[src/rtl/purifier_bank.sv]
// Bank of independent debounce/glitch filters with confirm and fast modes.
// Define PURIFIER_GLITCHCNT_EN to build the saturating rejected-glitch counter.
module purifier_bank #(
    parameter int               WIDTH     = 8,
    parameter int               DEPTH     = 8,
    parameter logic [WIDTH-1:0] RESET_VAL = '0
) (
    input  logic             clk,
    input  logic             reset,
    input  logic [WIDTH-1:0] in,
    input  logic [WIDTH-1:0] mode,
    input  logic             clr_glitch,
    output logic [WIDTH-1:0] clean,
    output logic [WIDTH-1:0] rise,
    output logic [WIDTH-1:0] fall,
    output logic [15:0]      glitch_cnt
);

    localparam int            CW   = $clog2(DEPTH + 1);
    localparam logic [CW-1:0] LAST = CW'(DEPTH - 1);

    typedef enum logic {IDLE, HOLD} state_t;

    logic [WIDTH-1:0] r_sync1;
    logic [WIDTH-1:0] r_sync2;
    logic [WIDTH-1:0] r_syncPrev;
    logic [WIDTH-1:0] r_clean;
    logic [WIDTH-1:0] r_cleanQ;
    logic [WIDTH-1:0] r_modeQ;
    state_t           r_state [WIDTH];
    logic [CW-1:0]    r_cnt   [WIDTH];

    state_t           w_stateNext [WIDTH];
    logic [CW-1:0]    w_cntNext   [WIDTH];
    logic [WIDTH-1:0] w_cleanNext;
    logic [WIDTH-1:0] w_glitch;

    always_ff @(posedge clk or posedge reset) begin
        if (reset) begin
            r_sync1    <= RESET_VAL;
            r_sync2    <= RESET_VAL;
            r_syncPrev <= RESET_VAL;
            r_clean    <= RESET_VAL;
            r_cleanQ   <= RESET_VAL;
            r_modeQ    <= '0;
            for (int i = 0; i < WIDTH; i++) begin
                r_state[i] <= IDLE;
                r_cnt[i]   <= '0;
            end
        end else begin
            r_sync1    <= in;
            r_sync2    <= r_sync1;
            r_syncPrev <= r_sync2;
            r_clean    <= w_cleanNext;
            r_cleanQ   <= r_clean;
            r_modeQ    <= mode;
            for (int i = 0; i < WIDTH; i++) begin
                r_state[i] <= w_stateNext[i];
                r_cnt[i]   <= w_cntNext[i];
            end
        end
    end

    // A mode change resets the channel's filter without touching its clean level.
    always_comb begin
        w_cleanNext = r_clean;
        w_glitch    = '0;
        for (int i = 0; i < WIDTH; i++) begin
            w_stateNext[i] = r_state[i];
            w_cntNext[i]   = r_cnt[i];
            if (mode[i] != r_modeQ[i]) begin
                w_stateNext[i] = IDLE;
                w_cntNext[i]   = '0;
            end else if (r_state[i] == HOLD) begin
                if (r_cnt[i] == LAST) begin
                    w_cleanNext[i] = r_sync2[i];
                    w_stateNext[i] = IDLE;
                    w_cntNext[i]   = '0;
                end else if (r_sync2[i] == r_syncPrev[i]) begin
                    w_cntNext[i] = r_cnt[i] + 1'b1;
                end else begin
                    w_cntNext[i] = '0;
                end
            end else if (mode[i]) begin
                w_cntNext[i] = '0;
                if (r_sync2[i] != r_clean[i]) begin
                    w_cleanNext[i] = r_sync2[i];
                    w_stateNext[i] = HOLD;
                end
            end else begin
                if (r_sync2[i] == r_clean[i]) begin
                    w_glitch[i]  = (r_cnt[i] != '0);
                    w_cntNext[i] = '0;
                end else if (r_cnt[i] == LAST) begin
                    w_cleanNext[i] = r_sync2[i];
                    w_cntNext[i]   = '0;
                end else begin
                    w_cntNext[i] = r_cnt[i] + 1'b1;
                end
            end
        end
    end

    assign clean = r_clean;
    assign rise  = r_clean & ~r_cleanQ;
    assign fall  = ~r_clean & r_cleanQ;

`ifdef PURIFIER_GLITCHCNT_EN
    logic [15:0] r_glitchCnt;

    always_ff @(posedge clk or posedge reset) begin
        if (reset) begin
            r_glitchCnt <= '0;
        end else if (clr_glitch) begin
            r_glitchCnt <= '0;
        end else if ((|w_glitch) && (r_glitchCnt != 16'hFFFF)) begin
            r_glitchCnt <= r_glitchCnt + 16'd1;
        end
    end

    assign glitch_cnt = r_glitchCnt;
`else
    logic w_unused;

    assign w_unused   = ^{clr_glitch, w_glitch};
    assign glitch_cnt = 16'h0000;
`endif

endmodule

[config.mk]
export PLATFORM = sky130hd
export DESIGN_NAME = purifier_bank
export DESIGN_NICKNAME = d
export VERILOG_FILES = /design/src/rtl/purifier_bank.sv
export SDC_FILE = /design/constraint.sdc
export NUM_CORES = 1
export LEC_CHECK = 0
export ABC_CLOCK_PERIOD_IN_PS = 5150
export BUFFER_PORTS_ARGS = -buffer_cell sky130_fd_sc_hd__buf_2
export CORE_UTILIZATION = 35
export CTS_BUF_LIST = sky130_fd_sc_hd__clkbuf_2
export CTS_CLUSTER_DIAMETER = 30
export CTS_CLUSTER_SIZE = 16
export DETAILED_ROUTE_END_ITERATION = 8
export REMOVE_ABC_BUFFERS = 1
export SYNTH_ARGS = -nofsm -noshare
export SYNTH_HDL_FRONTEND = slang
export SYNTH_SLANG_ARGS = --single-unit
[constraint.sdc]
create_clock -name clk -period 5.15 [get_ports clk]
set_clock_uncertainty 0.05 [all_clocks]
set_input_delay 0.515 -clock clk [delete_from_list [all_inputs] [get_ports clk]]
set_output_delay 0.515 -clock clk [all_outputs]
set_load 0.02 [all_outputs]
# Word level (Yosys, flattened, before mapping)

Index checks and enable logic that the tools add are counted.
W data, S select, Z words.

Register bits: 88
Output and inout port bits: 40
Bits of input ports: 19

Bitwise operators: 12
Multiplexer cells: 136
Add/subtract/negate cells: 8
Equal/unequal tests: 56
Reduce and logical (&&, ||, !) cells: 8

Operator list:

| operator              | number |
|---|---|
| $mux W4               | 56 |
| $mux W1               | 80 |
| $add A4 B1 Y4 const B | 8 |
| $eq A4 B3 Y1 const B  | 8 |
| $ne A3 B1 Y1 const B  | 8 |
| $ne A3 B3 Y1 const B  | 8 |
| $reduce_and A3 Y1     | 8 |
| $and A8 B8 Y8         | 2 |
| $eq A1 B1 Y1          | 16 |
| $ne A1 B1 Y1          | 16 |
| $not A8 Y8            | 2 |
| $not A1 Y1            | 8 |

# Logic depth before layout (Yosys ltp)

Depth after elaboration: 6
Gate-level depth with buffers: 5

# Least setup slack after synthesis

OpenSTA, ideal clock, no wires.

Path kind: register to output
Start point: register r_clean[6], in the netlist clean[6]
End point: output rise[6]
Slack: 3.673 ns
Data required time: 4.585 ns
Stages on the path, launching flop included: 2
Buffers on the path: 0
Arrival: 0.912 ns
Cell sequence: dfrtp_1 -> nor2b_1

Cells in the longest elaborated chain, start to end: 1

Ends and longest elaborated chain:

| what                   | line | text |
|---|---|---|
| start, declared        | 27   | `logic [WIDTH-1:0] r_clean;` |
| start signal, assigned | 54   | `r_clean <= w_cleanNext;` |
| $and A8 B8 Y8          | 105  | `assign rise = r_clean & ~r_cleanQ;` |
| end, declared          | 14   | `output logic [WIDTH-1:0] rise,` |

No other way between the ends.

# Worst setup path in the final report

Start point: register r_clean[4], in the netlist clean[4]
End point: output rise[4]

The elaborated chain is that of the path after synthesis.

==> impl_metrics.yaml <==
run_status:
  status: "complete, no violations"
clock_network:
  insertion_delay_ps: 510
  hold_buffers: 7
  cts.htree.levels: 3
  clkSinkCount: 88
  cts_root_buf: "clkbuf_2"
  cts.path.max_buffers: 2
  clk_pin_slew_ps: 220
  cts_made_buffers: 9
  post_cts_buffers: 0
  cts_resized: 0
  cts_tree: "built"
setup_path:
  cp.arrival_ps: 1370
  critical_path.cell_chain: "nor2b_1 -> buf_2"
  worst-path-buf-inv: 1
  crit_path_end_kind: "primary output"
  crit_type: "flop to primary output"
  critPathMaxStageDelay_ps: 520
  r2r_end: "clean[3]"
  reg2reg_setup_slack_ps: 3690
  r2r_cells: 5
  reg2reg_from: "r_cnt[16]"
  cpMaxStageDelayCell: "dfrtp_1"
  critPathTopFamily: "flip-flops"
  cp_max_fo: 8
  critical_path_required_ps: 4590
  cp-start-kind: "flop"
detailed_routing:
  vias: 2661
  drtPass1Iterations: 4
  wl_per_cell_um: 11.6
  final_antenna_net_count: 0
  drc: 0
  vias_per_cell: 4.83
  totalWireLength_mm: 6.37
  drtIter0Drc: 59
power:
  p_per_area_nw_per_um2: 350
  pwr-share-seq_pct: 54.9
  power.internal_mw: 1.04
  switching_share_pct: 33.6
  comb_power_share_pct: 24.3
  switchingPower_mw: 0.528
  pwr-share-clk_pct: 20.8
  ir_drop_mv: 0.137
  p_leak_nw: 2.00
finish:
  utilization_pct: 40.7
  antenna_cells: 0
  seq_area_sq_um: 2200
  nNetsFinal: 434
  area_growth_syn_to_layout_pct: 11.7
  layout-drive-gt1-share_pct: 20.0
  multi_input_area_sq_um: 1700
  nFillCells: 1071
synthesis:
  synth_edf_count: 0
  async_reset_ff_share_pct: 100
  syn_area_per_cell_sq_um: 11.5
  synth_top_family_by_area: "simple AND/OR/NAND/NOR gates"
  synth_flop_cell: "dfrtp_1"
  synthXorXnorAreaFrac_pct: 6.10
  syn_area_sq_um: 4020
  synth_top_area_cell: "dfrtp_1"
  synthTopCellsByArea: "dfrtp_1 (55%), xnor2_1 (4.4%), nor2_1 (3.1%)"
  ys_seq_area_share_pct: 54.8
  ys_seq_elements: 88
  synthMuxAreaShare_pct: 1.74
  synth-compound-area-share_pct: 9.56
  synth_adder_area_share_pct: 2.49
  syn-instance-count: 350
  yosysTopAreaCellShare_pct: 54.8
  yosysWarnings: 0
  yosysUniqueCellTypes: 35
  synthSimpleGateAreaFrac_pct: 20.9
die:
  rows: 38
  initial_core_util_pct: 36.4
  ios: 59
  die_x_um: 109
  dieArea_sq_um: 11900
  core_sq_um: 11000
  dieHeight_um: 109
timing:
  fin_crit_ps: 1940
  hold_viol: 0
  relSlewSlack_pct: 49.0
  tns_ps: 0
  fmaxAchievable_mhz: 516
  finalSetupViolCount: 0
  worst_slew_pin_slew_ps: 765
  final.period_utilization_pct: 37.6
  rsz0062_at_grt: "no"
  maxSlewViolCount: 0
grt:
  grt_util_all_layers_pct: 12.1
  grt_antenna_before_repair: 0
  grt_pass1_wl_mm: 11.3
  grt_max_degree: 46
  grt_pass1_vias: 2583
  gr-total-overflow: 0
flow_run:
  maxCapViolCount: 0
worst_hold_path:
  hold_path.class: "input pin to flop"
  hold-path-cell-count: 1
  min-delay-start: "mode[4]"
  hold_end: "r_modeQ[4]"
place:
  io_buffers: 41
  hpwl_mm: 4.41
  gp_routability_congestion: 0.746
-- metal layers --
layer  GRT usage, %  wire length [um]
met1           14.6              2950
met5              0                 0
met2           20.3              3110
met3           3.05               208
met4           5.21               106
-- through the flow --
stage	total power [mW]	hold slack, ps	setup WS (ps)	instances	instance area [sq um]
2_1_floorplan	1.14	281	2310	345	3910
3_3_place_gp	1.24	282	3330	527	4300
3_5_place_dp	1.26	286	3330	527	4300
4_1_cts	1.60	2.36	3140	549	4470
5_1_grt	1.68	27.4	3040	551	4490
6_report	1.57	116	3210	551	4490
-- power by group through the flow --
stage | sequential (mW) | clock [mW] | combinational [mW]
global route | 0.881 | 0.375 | 0.427
global placement | 0.871 | 0 | 0.373
detailed placement | 0.878 | 0 | 0.381
floorplan | 0.881 | 0 | 0.261
CTS | 0.865 | 0.349 | 0.386
finish | 0.863 | 0.326 | 0.382
-- registers in the layout (all words and copies together) (netlist names) --
name and cells:
r_cnt 32, r_sync1 8, r_modeQ 8, r_state 8
r_sync2 8, r_syncPrev 8, r_cleanQ 8, clean 8
-- cells in the mapped netlist, types with 4 or more instances --
cell type / n
nor4b_1: 7
nand3b_1: 10
xnor2_1: 20
o211ai_1: 7
nor2_1: 33
a21oi_1: 8
ha_1: 8
nand2_1: 31
nand2b_1: 4
nand3_1: 14
nor3_1: 12
a32oi_2: 4
a31oi_1: 14
xor2_1: 8
buf_4: 16
or2b_1: 4
nor3b_2: 5
nand4b_1: 4
buf_6: 4
dfrtp_1: 88
nor3_2: 4
nor2b_1: 16
mux2i_1: 7
-- cell usage in the layout (no fill, tap or decap), types with 8 or more instances in the layout --
master and instances:
nand2_1 31, a31oi_1 14, xnor2_1 20, dfrtp_1 88
conb_1 16, dlygate4sd3_1 9, clkbuf_2 11, ha_1 8
nor2b_1 16, nand3b_1 10, nor2_1 33, nand3_1 14
nor3_1 12, xor2_1 8, a21oi_1 8, buf_2 41
-- cell families (layout without fill, tap and decap cells) --
family / after synthesis / after routing
simple gates: 149 / 149
flops: 88 / 88
compound gates: 47 / 47
xor+xnor: 28 / 28
buf+inv: 22 / 68
fa+ha+maj: 8 / 8
mux: 7 / 7
other cells: 1 / 16
-- how the worst max path moves through the flow --
stage / cells after the start / endpoint / slack [ps] / startpoint
final: 2 / rise[4] / 3210 / clean[4]
after global routing: 2 / rise[4] / 3040 / clean[4]
after CTS: 2 / rise[4] / 3140 / clean[4]
after detailed placement: 3 / r_modeQ[0] / 3330 / reset
after global placement: 3 / r_modeQ[0] / 3330 / reset
after floorplan: 1 / clean[0] / 2310 / reset
-- cell type report --
type,instances,share of cell area [%]
multi-input combinational,255,37.9
inverter,2,0.195
clock buffer,11,1.23
timing repair buffer,51,6.74
clock inverter,4,1.03
tap,140,3.90
sequential,88,49.0
-- worst reg2reg max path, cell delays in order (launching register included) --
cell      delay [ps]
dfrtp_1          440
ha_1             220
nand3b_1         210
nor4b_1          320
a31oi_1           70
o211ai_1          90
No activity file was read; power rests on OpenSTA's default activity.
